[config.mk]
export PLATFORM = sky130hd
export DESIGN_NAME = ram_port_ctrl
export DESIGN_NICKNAME = d
export VERILOG_FILES = /design/src/rtl/ram2p_pkg.sv /design/src/rtl/ram_rsp_fifo.sv /design/src/rtl/ram_port_ctrl.sv
export SDC_FILE = /design/constraint.sdc
export NUM_CORES = 1
export LEC_CHECK = 0
export BUFFER_PORTS_ARGS = -buffer_cell sky130_fd_sc_hd__buf_4
export CAP_MARGIN = 20
export CORE_MARGIN = 2
export CORE_UTILIZATION = 55
export DETAILED_ROUTE_END_ITERATION = 16
export PLACE_DENSITY = 0.75
export SETUP_SLACK_MARGIN = 0.3
export SLEW_MARGIN = 20
export SYNTH_ARGS = -nofsm -noshare
export SYNTH_HDL_FRONTEND = slang
export SYNTH_SLANG_ARGS = --single-unit
[constraint.sdc]
create_clock -name clk -period 2.76 [get_ports clk]
set_clock_uncertainty 0.2 [all_clocks]
set_input_delay 0.276 -clock clk [delete_from_list [all_inputs] [get_ports clk]]
set_output_delay 0.276 -clock clk [all_outputs]
set_load 0.03 [all_outputs]
[src/rtl/ram2p_pkg.sv]
// Shared constants for the dual-port RAM port initiator.
// Default geometry, op encoding and the FIFO count width helper.
package ram2p_pkg;

  localparam int AWID_D      = 8;
  localparam int DWID_D      = 16;
  localparam int RSP_DEPTH_D = 4;

  localparam logic OP_RD = 1'b0;
  localparam logic OP_WR = 1'b1;

  // count must represent DEPTH itself, hence the extra bit
  function automatic int cnt_w(input int depth);
    return $clog2(depth) + 1;
  endfunction

endpackage

[src/rtl/ram_rsp_fifo.sv]
// First-word-fall-through response FIFO.
// Output holds the last popped word while empty.
module ram_rsp_fifo
  import ram2p_pkg::*;
#(
  parameter  int DWID  = DWID_D,
  parameter  int DEPTH = RSP_DEPTH_D,
  localparam int PW    = $clog2(DEPTH),
  localparam int CW    = cnt_w(DEPTH)
) (
  input  logic            clk,
  input  logic            rst_n,
  input  logic            i_push,
  input  logic            i_pop,
  input  logic [DWID-1:0] i_din,
  output logic [DWID-1:0] o_dout,
  output logic [CW-1:0]   o_count,
  output logic            o_empty
);

  logic [DWID-1:0] r_mem [DEPTH];
  logic [PW-1:0]   r_wptr;
  logic [PW-1:0]   r_rptr;
  logic [CW-1:0]   r_cnt;
  logic [DWID-1:0] r_last;
  logic            w_pop;

  assign o_empty = (r_cnt == '0);
  assign w_pop   = i_pop && !o_empty;
  assign o_count = r_cnt;
  assign o_dout  = o_empty ? r_last : r_mem[r_rptr];

  always_ff @(posedge clk) begin
    if (i_push) r_mem[r_wptr] <= i_din;
  end

  always_ff @(posedge clk or negedge rst_n) begin
    if (!rst_n) begin
      r_wptr <= '0;
      r_rptr <= '0;
      r_cnt  <= '0;
      r_last <= '0;
    end else begin
      if (i_push) r_wptr <= r_wptr + 1'b1;
      if (w_pop) begin
        r_rptr <= r_rptr + 1'b1;
        r_last <= r_mem[r_rptr];
      end
      unique case ({i_push, w_pop})
        2'b10:   r_cnt <= r_cnt + 1'b1;
        2'b01:   r_cnt <= r_cnt - 1'b1;
        default: r_cnt <= r_cnt;
      endcase
    end
  end

endmodule

[src/rtl/ram_port_ctrl.sv]
// Request-stream to RAM-port initiator with credit-based
// in-order read response buffering.
module ram_port_ctrl
  import ram2p_pkg::*;
#(
  parameter int AWID      = AWID_D,
  parameter int DWID      = DWID_D,
  parameter int RSP_DEPTH = RSP_DEPTH_D
) (
  input  logic            clk,
  input  logic            rst_n,
  input  logic            i_req_valid,
  output logic            o_req_ready,
  input  logic            i_req_we,
  input  logic [AWID-1:0] i_req_addr,
  input  logic [DWID-1:0] i_req_wdata,
  output logic            o_rsp_valid,
  input  logic            i_rsp_ready,
  output logic [DWID-1:0] o_rsp_data,
  output logic            o_ram_we,
  output logic [AWID-1:0] o_ram_addr,
  output logic [DWID-1:0] o_ram_wdata,
  input  logic [DWID-1:0] i_ram_rdata,
  output logic            o_busy
);

  localparam int CW = cnt_w(RSP_DEPTH);

  logic            r_oor;
  logic            r_rd_p0;
  logic            r_rd_p1;
  logic            r_ram_we;
  logic [AWID-1:0] r_ram_addr;
  logic [DWID-1:0] r_ram_wdata;

  logic            w_acc;
  logic            w_pop;
  logic            w_empty;
  logic [CW-1:0]   w_cnt;
  logic [CW:0]     w_outst;

  // every in-flight read already owns a FIFO slot
  assign w_outst = {1'b0, w_cnt}
                 + (CW+1)'(r_rd_p0)
                 + (CW+1)'(r_rd_p1);

  assign o_req_ready = r_oor
                    && (w_outst < (CW+1)'(RSP_DEPTH));
  assign w_acc       = i_req_valid && o_req_ready;
  assign o_rsp_valid = !w_empty;
  assign w_pop       = o_rsp_valid && i_rsp_ready;
  assign o_busy      = (w_outst != '0);

  assign o_ram_we    = r_ram_we;
  assign o_ram_addr  = r_ram_addr;
  assign o_ram_wdata = r_ram_wdata;

  always_ff @(posedge clk or negedge rst_n) begin
    if (!rst_n) begin
      r_oor       <= 1'b0;
      r_rd_p0     <= 1'b0;
      r_rd_p1     <= 1'b0;
      r_ram_we    <= 1'b0;
      r_ram_addr  <= '0;
      r_ram_wdata <= '0;
    end else begin
      r_oor    <= 1'b1;
      r_rd_p0  <= w_acc && (i_req_we == OP_RD);
      r_rd_p1  <= r_rd_p0;
      r_ram_we <= w_acc && (i_req_we == OP_WR);
      if (w_acc) begin
        r_ram_addr  <= i_req_addr;
        r_ram_wdata <= i_req_wdata;
      end
    end
  end

  ram_rsp_fifo #(
    .DWID  (DWID),
    .DEPTH (RSP_DEPTH)
  ) u_fifo (
    .clk     (clk),
    .rst_n   (rst_n),
    .i_push  (r_rd_p1),
    .i_pop   (w_pop),
    .i_din   (i_ram_rdata),
    .o_dout  (o_rsp_data),
    .o_count (w_cnt),
    .o_empty (w_empty)
  );

endmodule
==> results.tsv <==
stage	metric	value	unit
routing	route.detailed.drc	0	
worst_setup_path	cp_top_family	multiplexers	
sta	fmax	389	MHz
cts	cts_made_buffers	17	
cts	clock_latency	490	ps
layout	nets	462	
routing	dr_total_vias	2691	
routing	first_iter_violations	156	
synth	syn_avg_cell_area	19.2	um^2
floorplanning	dieArea	9150	um^2
cts	cts_tree	yes	
synth	yosysWarnings	0	
sta	max_slew_margin	0.557	
global_route	grt_overflow	0	
synth	syn_nets	294	
layout	fill_cells	389	
cts	cts.clk_slew.worst_paths	50	ps
place	hpwlAfterDp	5.23	mm
place	place_congestion	0.705	
layout	final_cell_mix	buf_4, edfxtp_1, dfrtp_1	
cts	cts.path.max_buffers	2	
synth	ys_ff_latch	115	
synth	synth_compound_area_frac	0.00217	
worst_setup_path	cp.depth	5	
worst_setup_path	worst_r2r_startpoint	r_rd_p0	
synth	synthSimpleGateAreaFrac	0.0217	
worst_setup_path	crit_end	o_rsp_data[15]	
global_route	grt_max_degree	52	
global_route	grt_pass1_vias	2948	
global_route	grt_pass1_wl	15.2	mm
place	io_buffers	88	
worst_setup_path	cp_common_cell	buf_6	
synth	synthDistinctLibCells	28	
sta	finalSetupViolations	0	
floorplanning	initial_core_util	0.565	
synth	synth_top_family_by_area	multiplexers	
sta	report.final.hold_viol_count	0	
synth	synth_fa_ha_area_frac	0.0249	
routing	dr.pass1.iters	4	
synth	syn_area	4620	um^2
worst_setup_path	reg2reg_slack	420	ps
power	ir_drop	0.633	mV
worst_setup_path	start_kind	register	
power	p_per_area	1180	nW/um^2
routing	drt-total-wl	9.79	mm
layout	layout_commonest_cell	buf_4	
routing	routed_via_density	5.11	
floorplanning	io_pins	89	
routing	ant_nets	0	
outcome	status	finished clean	
worst_setup_path	end_kind	output pin	
sta	period_minus_slack	2570	ps
worst_setup_path	cp_slowest_stage_delay	540	ps
place	placedCellCount	433	
layout	antenna_cells	0	
layout	stdcell_count	527	
synth	synthCells	241	
cts	htreeDepth	4	
layout	seq_area	3200	um^2
layout	multi_input_area	1410	um^2
hold_path	hold_path.class	input pin to register	
floorplanning	fp.dieH	95.7	um
worst_setup_path	cp_data_required_time	2280	ps
worst_setup_path	cpMaxStageDelayCell	mux4_2	
power	power_leakage	2.86	nW
sta	rsz0062_at_grt	yes	
layout	drive_gt1_frac	0.555	
worst_setup_path	ff2ff_path_depth	9	
layout	area_growth	45.8	%
sta	worstMarginPinSlew	664	ps
global_route	grt_use_total	0.232	
worst_setup_path	worstReg2RegEnd	o_ram_addr[6]	
flow_run	cap_violations	0	
worst_setup_path	critPathMaxFanout	7	
sta	slew_violations	0	
floorplanning	rows	33	
floorplanning	die_w	95.7	um
worst_setup_path	worstSetupPathType	register to output pin	
routing	wl_per_cell	18.6	um
floorplanning	core_area	8180	um^2
sta	fin_crit_sh	0.931	
synth	synthMuxAreaShare	0.222	
worst_setup_path	crit_start	u_fifo.r_rptr[0]	
cts	cts_root_buf	clkbuf_8	
synth	synth-xor-area-share	0.0114	
synth	synth-seq-area-share	0.692	
worst_setup_path	worstPathArrival	2090	ps
cts	cts_num_sinks	115	
worst_setup_path	crit_buf_inv	3	
global_route	antenna_found_initial	0	
sta	fin_tns_setup	0	ps
worst_setup_path	worstPathCellList	buf_6 -> buf_12 -> mux4_2 -> mux2_4 -> buf_6	
==> kinds of logic after synthesis <==
| family | count (synthesis) |
|---|---|
| AOI/OAI and AO/OA | 2 |
| other | 1 |
| and+or+nand+nor | 17 |
| xor gates and xnor gates | 6 |
| muxes | 73 |
| DFF | 115 |
| adders and majority gates | 8 |
| buffers and inverters | 19 |
==> sequential cells by signal (all words and copies together) (netlist names) <==
signal	flops
u_fifo.r_mem	64
o_ram_wdata	16
u_fifo.r_last	16
o_ram_addr	8
u_fifo.o_count	3
u_fifo.r_rptr	2
u_fifo.r_wptr	2
o_ram_we	1
r_oor	1
r_rd_p0	1
r_rd_p1	1
==> final cells by class <==
cell class | instances | share of cell area
Sequential cell | 115 | 0.475
Inverter | 8 | 0.00446
Tap cell | 105 | 0.0195
Multi-Input combinational cell | 107 | 0.209
Clock inverter | 9 | 0.00724
Timing Repair Buffer | 160 | 0.211
Clock buffer | 23 | 0.0741
==> layer usage <==
metal  share of wire  track usage  vias up  wire, um
met5               0            0        -         0
met4           0.014       0.0869        0       136
met3           0.042       0.0617       17       411
met2            0.54        0.403       77      5290
met1            0.40        0.278     1357      3950
li1                -            -     1240         -
==> cell usage after synthesis, drive strengths merged <==
| cell type | instances | share of area |
|---|---|---|
| or2 | 1 | 0.0014 |
| xnor2 | 2 | 0.0038 |
| nand3b | 1 | 0.0016 |
| ha | 6 | 0.016 |
| nor2b | 2 | 0.0027 |
| clkbuf | 1 | 0.00081 |
| mux2i | 1 | 0.0022 |
| buf | 10 | 0.018 |
| fa | 2 | 0.0087 |
| or3 | 1 | 0.0014 |
| mux4 | 16 | 0.078 |
| and3 | 1 | 0.0014 |
| nand2 | 3 | 0.0024 |
| mux2 | 56 | 0.14 |
| and2 | 7 | 0.010 |
| conb | 1 | 0.00081 |
| nor2 | 1 | 0.00081 |
| dfrtp | 51 | 0.28 |
| o21ai | 2 | 0.0022 |
| xor2 | 4 | 0.0076 |
| inv | 8 | 0.0065 |
| edfxtp | 64 | 0.42 |
==> through the flow <==
step                      cell area (um^2)  worst slack (ps)   util  power, W  hold WS, ps
after global routing                  6740               139  0.824   0.00827         81.5
final                                 6740               189  0.824   0.00792         99.7
after detailed placement              5400               225  0.661   0.00528          159
after global placement                5400               327  0.661   0.00520          159
after CTS                             6640               223  0.812   0.00777          131
after floorplan                       4620               313      -   0.00438         -220
==> worst register-to-register path: stages (launching register included) <==
cell and delay, ps:
dfrtp_1 370, inv_2 50, fa_2 390, inv_2 70, ha_4 150, nand2_4 50
o21ai_4 150, and3_1 190, buf_4 230, mux2_2 380
==> worst min path at each step <==
stage / startpoint / end / slack [ps] / depth (start not counted)
2_1_floorplan: rst_n / o_ram_addr[0] / -220 / 0
5_1_grt: i_rsp_ready / u_fifo.r_last[2] / 80 / 4
4_1_cts: i_rsp_ready / u_fifo.r_rptr[0] / 130 / 3
3_5_place_dp: rst_n / o_ram_wdata[8] / 160 / 1
3_3_place_gp: rst_n / o_ram_wdata[6] / 160 / 1
6_report: i_rsp_ready / u_fifo.r_last[2] / 100 / 4
==> report_power, final <==
part / internal, W / switching [W]
sequential: 0.00222 / 0.000265
clock: 0.00125 / 0.000718
combinational: 0.00179 / 0.00168
==> repair_timing <==
| item | CTS | global route |
|---|---|---|
| pin swaps | 4 | 5 |
| endpoints found under the setup margin | 42 | 34 |
| setup buffers | 11 | 8 |
| hold buffers | 42 | 0 |
| endpoints found under the hold margin | 141 | 0 |
| gates resized for setup | 47 | 10 |
| cloned | 1 | 0 |
Note: power is estimated with default switching activity, not from simulation.
